[config.mk]
export PLATFORM = sky130hd
export DESIGN_NAME = stats_accumulator
export DESIGN_NICKNAME = d
export VERILOG_FILES = /design/src/rtl/stats_pkg.sv /design/src/rtl/seq_divider.sv /design/src/rtl/stats_accumulator.sv
export SDC_FILE = /design/constraint.sdc
export NUM_CORES = 1
export LEC_CHECK = 0
export ABC_CLOCK_PERIOD_IN_PS = 4600
export CORE_MARGIN = 2
export CORE_UTILIZATION = 50
export CTS_BUF_LIST = sky130_fd_sc_hd__clkbuf_4 sky130_fd_sc_hd__clkbuf_8
export CTS_CLUSTER_DIAMETER = 120
export DETAILED_ROUTE_END_ITERATION = 7
export MAX_ROUTING_LAYER = met4
export PLACE_DENSITY = 0.7
export SLEW_MARGIN = 30
export SYNTH_ARGS = -nofsm -noshare
export SYNTH_HDL_FRONTEND = slang
export SYNTH_SLANG_ARGS = --single-unit
[constraint.sdc]
create_clock -name CLK -period 4.6 [get_ports CLK]
set_input_delay 0.92 -clock CLK [delete_from_list [all_inputs] [get_ports CLK]]
set_output_delay 0.92 -clock CLK [all_outputs]
set_load 0.02 [all_outputs]
[src/rtl/stats_pkg.sv]
// Shared definitions for the statistics accumulator: default widths,
// FSM state encoding and the accumulator-width derivation.
package stats_pkg;

    localparam int DATA_W_DEF = 8;
    localparam int CNT_W_DEF  = 8;

    localparam logic [1:0] S_IDLE  = 2'd0;
    localparam logic [1:0] S_ACCUM = 2'd1;
    localparam logic [1:0] S_DIV   = 2'd2;
    localparam logic [1:0] S_DONE  = 2'd3;

    typedef enum logic [1:0] {
        ST_IDLE  = S_IDLE,
        ST_ACCUM = S_ACCUM,
        ST_DIV   = S_DIV,
        ST_DONE  = S_DONE
    } state_t;

    // Sum of up to 2^cw-1 samples of dw bits never exceeds dw+cw bits.
    function automatic int sum_width(input int dw, input int cw);
        return dw + cw;
    endfunction

endpackage

[src/rtl/seq_divider.sv]
// Restoring shift-subtract divider, one quotient bit per cycle.
// The first iteration is folded into the load edge, so the quotient is
// registered DVD_W edges after the start cycle and o_done pulses then.
module seq_divider
    import stats_pkg::*;
#(
    parameter int DVD_W = 16,
    parameter int DVS_W = 8
) (
    input  logic             i_clk,
    input  logic             i_reset,
    input  logic             i_start,
    input  logic [DVD_W-1:0] i_dividend,
    input  logic [DVS_W-1:0] i_divisor,
    output logic             o_busy,
    output logic             o_done,
    output logic [DVD_W-1:0] o_quotient,
    output logic [DVS_W-1:0] o_remainder
);

    localparam int CW = $clog2(DVD_W);
    localparam logic [CW-1:0] LAST_LOAD = CW'(DVD_W - 1);

    logic [DVS_W-1:0] r_rem;
    logic [DVD_W-1:0] r_quo;
    logic [DVS_W-1:0] r_divisor;
    logic [CW-1:0]    r_cnt;
    logic             r_busy;
    logic             r_done;

    logic             w_load;
    logic [DVS_W-1:0] w_src_rem;
    logic [DVD_W-1:0] w_src_quo;
    logic [DVS_W-1:0] w_dvs;
    logic [DVS_W:0]   w_shift;
    logic [DVS_W:0]   w_trial;
    logic             w_ge;
    logic [DVS_W-1:0] w_rem_nxt;
    logic [DVD_W-1:0] w_quo_nxt;

    assign w_load = i_start & ~r_busy;

    // One restoring step; on load it works straight from the inputs.
    always_comb begin
        w_src_rem = w_load ? '0 : r_rem;
        w_src_quo = w_load ? i_dividend : r_quo;
        w_dvs     = w_load ? i_divisor : r_divisor;
        w_shift   = {w_src_rem, w_src_quo[DVD_W-1]};
        w_trial   = w_shift - {1'b0, w_dvs};
        w_ge      = (w_shift >= {1'b0, w_dvs});
        w_rem_nxt = w_ge ? w_trial[DVS_W-1:0] : w_shift[DVS_W-1:0];
        w_quo_nxt = {w_src_quo[DVD_W-2:0], w_ge};
    end

    // Iteration counter, partial remainder/quotient and handshake flags.
    always_ff @(posedge i_clk) begin
        if (i_reset) begin
            r_rem     <= '0;
            r_quo     <= '0;
            r_divisor <= '0;
            r_cnt     <= '0;
            r_busy    <= 1'b0;
            r_done    <= 1'b0;
        end else begin
            r_done <= 1'b0;
            if (w_load) begin
                r_rem     <= w_rem_nxt;
                r_quo     <= w_quo_nxt;
                r_divisor <= i_divisor;
                r_cnt     <= LAST_LOAD;
                r_busy    <= 1'b1;
            end else if (r_busy) begin
                r_rem <= w_rem_nxt;
                r_quo <= w_quo_nxt;
                r_cnt <= r_cnt - CW'(1);
                if (r_cnt == CW'(1)) begin
                    r_busy <= 1'b0;
                    r_done <= 1'b1;
                end
            end
        end
    end

    assign o_busy      = r_busy;
    assign o_done      = r_done;
    assign o_quotient  = r_quo;
    assign o_remainder = r_rem;

endmodule

[src/rtl/stats_accumulator.sv]
// Collects a programmed number of unsigned samples and reports max, min
// and average. Optional macro STATS_ROUND_EN rounds the average half-up
// by biasing the dividend with count/2; timing is unchanged either way.
module stats_accumulator
    import stats_pkg::*;
#(
    parameter int DATA_W = DATA_W_DEF,
    parameter int CNT_W  = CNT_W_DEF
) (
    input  logic              CLK,
    input  logic              RESET,
    input  logic              start,
    input  logic [CNT_W-1:0]  count,
    input  logic [DATA_W-1:0] sample,
    input  logic              sample_valid,
    output logic              sample_ready,
    output logic              busy,
    output logic              done,
    output logic              err,
    output logic [DATA_W-1:0] max_out,
    output logic [DATA_W-1:0] min_out,
    output logic [DATA_W-1:0] avg_out
);

    localparam int SUM_W = sum_width(DATA_W, CNT_W);

    state_t            r_state;
    state_t            w_state_nxt;

    logic [CNT_W-1:0]  r_count;
    logic [CNT_W-1:0]  r_remaining;
    logic [DATA_W-1:0] r_max;
    logic [DATA_W-1:0] r_min;
    logic [SUM_W-1:0]  r_sum;
    logic              r_first;
    logic              r_err;
    logic [DATA_W-1:0] r_max_out;
    logic [DATA_W-1:0] r_min_out;
    logic [DATA_W-1:0] r_avg_out;

    logic              w_start_ok;
    logic              w_xfer;
    logic              w_last;
    logic [SUM_W-1:0]  w_sum_nxt;
    logic [SUM_W-1:0]  w_dividend;
    logic              w_div_busy;
    logic              w_div_done;
    logic [SUM_W-1:0]  w_div_quo;
    logic [CNT_W-1:0]  w_div_rem;
    logic              w_unused;

    assign w_start_ok = (r_state == ST_IDLE) & start & (count != '0);
    assign w_xfer     = sample_valid & (r_state == ST_ACCUM);
    assign w_last     = w_xfer & (r_remaining == CNT_W'(1));
    assign w_sum_nxt  = r_sum + SUM_W'(sample);

    // The divider is launched in the cycle of the last transfer using the
    // sum that includes it, so no extra cycle is spent before dividing.
`ifdef STATS_ROUND_EN
    assign w_dividend = w_sum_nxt + SUM_W'(r_count >> 1);
`else
    assign w_dividend = w_sum_nxt;
`endif

    seq_divider #(
        .DVD_W (SUM_W),
        .DVS_W (CNT_W)
    ) u_div (
        .i_clk       (CLK),
        .i_reset     (RESET),
        .i_start     (w_last),
        .i_dividend  (w_dividend),
        .i_divisor   (r_count),
        .o_busy      (w_div_busy),
        .o_done      (w_div_done),
        .o_quotient  (w_div_quo),
        .o_remainder (w_div_rem)
    );

    // Quotient upper bits are zero by construction; remainder is not needed.
    assign w_unused = &{1'b0, w_div_busy, w_div_rem, w_div_quo[SUM_W-1:DATA_W]};

    // State register.
    always_ff @(posedge CLK) begin
        if (RESET) r_state <= ST_IDLE;
        else       r_state <= w_state_nxt;
    end

    // Next-state logic.
    always_comb begin
        w_state_nxt = r_state;
        case (r_state)
            ST_IDLE:  if (w_start_ok) w_state_nxt = ST_ACCUM;
            ST_ACCUM: if (w_last)     w_state_nxt = ST_DIV;
            ST_DIV:   if (w_div_done) w_state_nxt = ST_DONE;
            ST_DONE:                  w_state_nxt = ST_IDLE;
            default:                  w_state_nxt = ST_IDLE;
        endcase
    end

    // Set capture, running statistics and result registers.
    always_ff @(posedge CLK) begin
        if (RESET) begin
            r_count     <= '0;
            r_remaining <= '0;
            r_max       <= '0;
            r_min       <= '0;
            r_sum       <= '0;
            r_first     <= 1'b0;
            r_err       <= 1'b0;
            r_max_out   <= '0;
            r_min_out   <= '0;
            r_avg_out   <= '0;
        end else begin
            r_err <= (r_state == ST_IDLE) & start & (count == '0);
            if (w_start_ok) begin
                r_count     <= count;
                r_remaining <= count;
                r_sum       <= '0;
                r_first     <= 1'b1;
            end
            if (w_xfer) begin
                r_sum       <= w_sum_nxt;
                r_remaining <= r_remaining - CNT_W'(1);
                r_first     <= 1'b0;
                if (r_first || sample > r_max) r_max <= sample;
                if (r_first || sample < r_min) r_min <= sample;
            end
            if (r_state == ST_DIV && w_div_done) begin
                r_max_out <= r_max;
                r_min_out <= r_min;
                r_avg_out <= w_div_quo[DATA_W-1:0];
            end
        end
    end

    assign sample_ready = (r_state == ST_ACCUM);
    assign busy         = (r_state != ST_IDLE);
    assign done         = (r_state == ST_DONE);
    assign err          = r_err;
    assign max_out      = r_max_out;
    assign min_out      = r_min_out;
    assign avg_out      = r_avg_out;

endmodule

==> out/qor.txt <==
Largest area contributor in the netlist: dfxtp_1
Most used flip-flop cell after synthesis: dfxtp_1
CP Class: in2reg
# hold bufs at CTS: 0
Post-synth top area share: 39.3%
Syn. warnings: 0
Post-synth EDFFs: 0
Multiplexer share of the synthesized area: 4.30%
Fillers: 1050
Max Transition Viols Final: 0
Hold Vio Cnt, Final: 0
Post-DP Area: 6460 um^2
Share of cells above drive strength 1: 7.33%
Critical Path AT: 4.60 ns
Internal: 1.91 mW
NetSw: 893 uW
Final min period: 4.25 ns
# diodes: 0
Antenna Violating Nets Remaining: 0
Vias in the first global route: 5123
MaxCap Viol Count: 0
First-pass DRT Iterations: 6
Fin crit share: 92.4%
Post-synthesis adder-cell area fraction: 9.30%
Residual DRC count: 0
Die footprint: 12500 um^2
HP Class: reg2reg
Comb pwr share: 24.5%
GRT Util Overall: 24.3%
First-pass GRT wire length: 24.2 mm
Sequential share of power: 40.5%
Post-synth ARST share: 0%
CTS tree: done
Clk sink count: 114
DP Worst Slack: 0.0330 ns
Largest family of logic cells by synthesized area: simple AND/OR/NAND/NOR gates
Fin nets: 828
I/O Pins: 48
Pwr Density: 408 nW/um^2
Resize count post-CTS: 0
Starting density of the core: 51.1%
Port Buffers: 47
Syn_nets: 779
Core area: 11400 um^2
Largest net degree at the start of global routing: 68
Max IR drop VDD: 313 uV
Net Sw Frac: 31.9%
Cell area after synthesis: 5810 um^2
Die height: 112 um
Wirelength per Cell: 15.4 um
Maximum clock rate: 235 MHz
Cell variety after synth: 53
Hold slack final: 0.455 ns
Seq/Total Area, Yosys: 39.3%
CP Data Required Time: 4.95 ns
Compound-Gate Fraction of Synth Area: 19.5%
Routed WL: 14.2 mm
CP Launch Type: input port
GPL Wtd Cong: 0.956
Final non-filler cell area: 6880 um^2
Clock-pin slew on the worst setup and hold paths: 0.07 ns
Num CTS Buffers: 17
Slew HR: 40.1%
H-tree depth: 4
XOR/XNOR share of the synthesized area: 2.26%
Yosys reg bits: 114
Worst-Margin Slew: 0.899 ns
CTS Buffer Depth: 2
Most common cell after layout, fill and taps aside: dfxtp_1
Vias per Instance: 5.78
Setup TNS: 0 ns
Grt ovf: 0
Clock Tree Root: clkbuf_8
Setup Viol. Count Final: 0
Status: finished clean
DRT iter0 DRCs: 322
Most frequent cells in the layout: dfxtp_1 (114), nand2_1 (113), a21oi_1 (83), nor2_1 (69), clkdlybuf4s50_1 (46)
Via count: 5320
Initial antenna violation count: 0
CP max FO: 12
Area Growth Syn to Fin: 18.2%
Syn Area/Cell: 8.11 um^2
Worst skew pair latency: 0.44 ns
Synth Instances: 717
Clock Power Share: 35.1%
Pleak: 2.61 nW
Synth top area cells: dfxtp_1 (39%), ha_1 (8.6%), nand2_1 (7.3%)
# rows: 39
Worst clock skew: 0.00765 ns
CP Capture Type: flop
Post-CTS setup buffers: 0
Die Wd: 112 um
RSZ-0062 raised after global routing: false
Simple-gate area share of the yosys netlist: 20.7%
R2R setup slack: 0.71 ns
Dpl hpwl: 10.0 mm
Final worst slack: 0.349 ns
final timing paths:
kind | start | cells past startpoint | end
max | sample[4] | 14 | u_div.o_remainder[3]$_SDFFE_PP0P_
min | min_out[4]$_SDFFE_PP0P_ | 2 | min_out[4]$_SDFFE_PP0P_
max reg2reg | r_remaining[2]$_SDFFE_PP0P_ | 10 | u_div.o_remainder[0]$_SDFFE_PP0P_
min reg2reg | min_out[4]$_SDFFE_PP0P_ | 2 | min_out[4]$_SDFFE_PP0P_
Yosys cell counts, types with 10 or more instances:
| master | number |
|---|---|
| a31oi_1 | 11 |
| inv_1 | 30 |
| mux2i_1 | 25 |
| o21ai_0 | 23 |
| dfxtp_1 | 114 |
| nand3_1 | 16 |
| nand2_1 | 113 |
| a211oi_1 | 16 |
| xnor2_1 | 10 |
| a21oi_1 | 83 |
| nor2_1 | 69 |
| nor3_1 | 16 |
| and2_1 | 11 |
| ha_1 | 40 |
| clkbuf_1 | 31 |
critical path: stages:
cell and delay, ns:
clkdlybuf4s50_1 0.46, ha_1 0.37, o211ai_1 0.11, o21ai_0 0.33, a221oi_1 0.16, or4_1 0.41
a31o_2 0.27, ha_1 0.21, nor2b_1 0.21, o31ai_1 0.12, a211oi_1 0.27, a211o_1 0.37
a221oi_1 0.09, a211oi_1 0.28
layer usage:
metal  routed length, um  track usage (%)  vias to the layer above
li1                    -                -                     2635
met1                6640             31.2                     2505
met2                6540             37.3                      155
met3                 739             5.28                       25
met4                 291             10.1                        0
met5                   0                -                        -
stage by stage:
step	utilization, %	power, mW	instances
global placement	56.8	1.80	890
detailed placement	56.8	1.83	890
CTS	60.5	2.81	921
global route	60.5	2.96	921
finish	60.5	2.80	921
floorplan	-	1.62	717
state kept, by name, summed over array words and instances, names as in the netlist, 8 cells and up:
signal,count
u_div.o_remainder,8
u_div.o_quotient,16
min_out,8
avg_out,8
r_max,8
max_out,8
u_div.r_divisor,8
r_count,8
r_sum,16
r_remaining,8
r_min,8
kinds of logic (layout without fill, tap and decap cells):
family,after synthesis,after routing
mux,25,25
fa+ha+maj,42,42
simple gates,269,269
compound gates,184,184
buf+inv,68,129
flops,114,114
xor+xnor,15,15
power groups by stage:
stage | combinational [mW] | clock, mW | sequential, mW
3_5_place_dp | 0.672 | 0 | 1.15
2_1_floorplan | 0.491 | 0 | 1.13
3_3_place_gp | 0.650 | 0 | 1.15
5_1_grt | 0.766 | 1.05 | 1.14
6_report | 0.686 | 0.983 | 1.13
4_1_cts | 0.678 | 1.00 | 1.13
layout make-up:
| class | instances | area (um^2) | area share, % |
|---|---|---|---|
| multi-input cells | 535 | 3260 | 47.4 |
| flip-flops and latches | 114 | 2280 | 33.2 |
| repair buffers | 68 | 626 | 9.10 |
| clock buffers | 21 | 283 | 4.11 |
| well taps | 143 | 179 | 2.60 |
| clock inverters | 10 | 133 | 1.93 |
| inverters | 30 | 113 | 1.64 |
(Power assumes the default switching activity.)
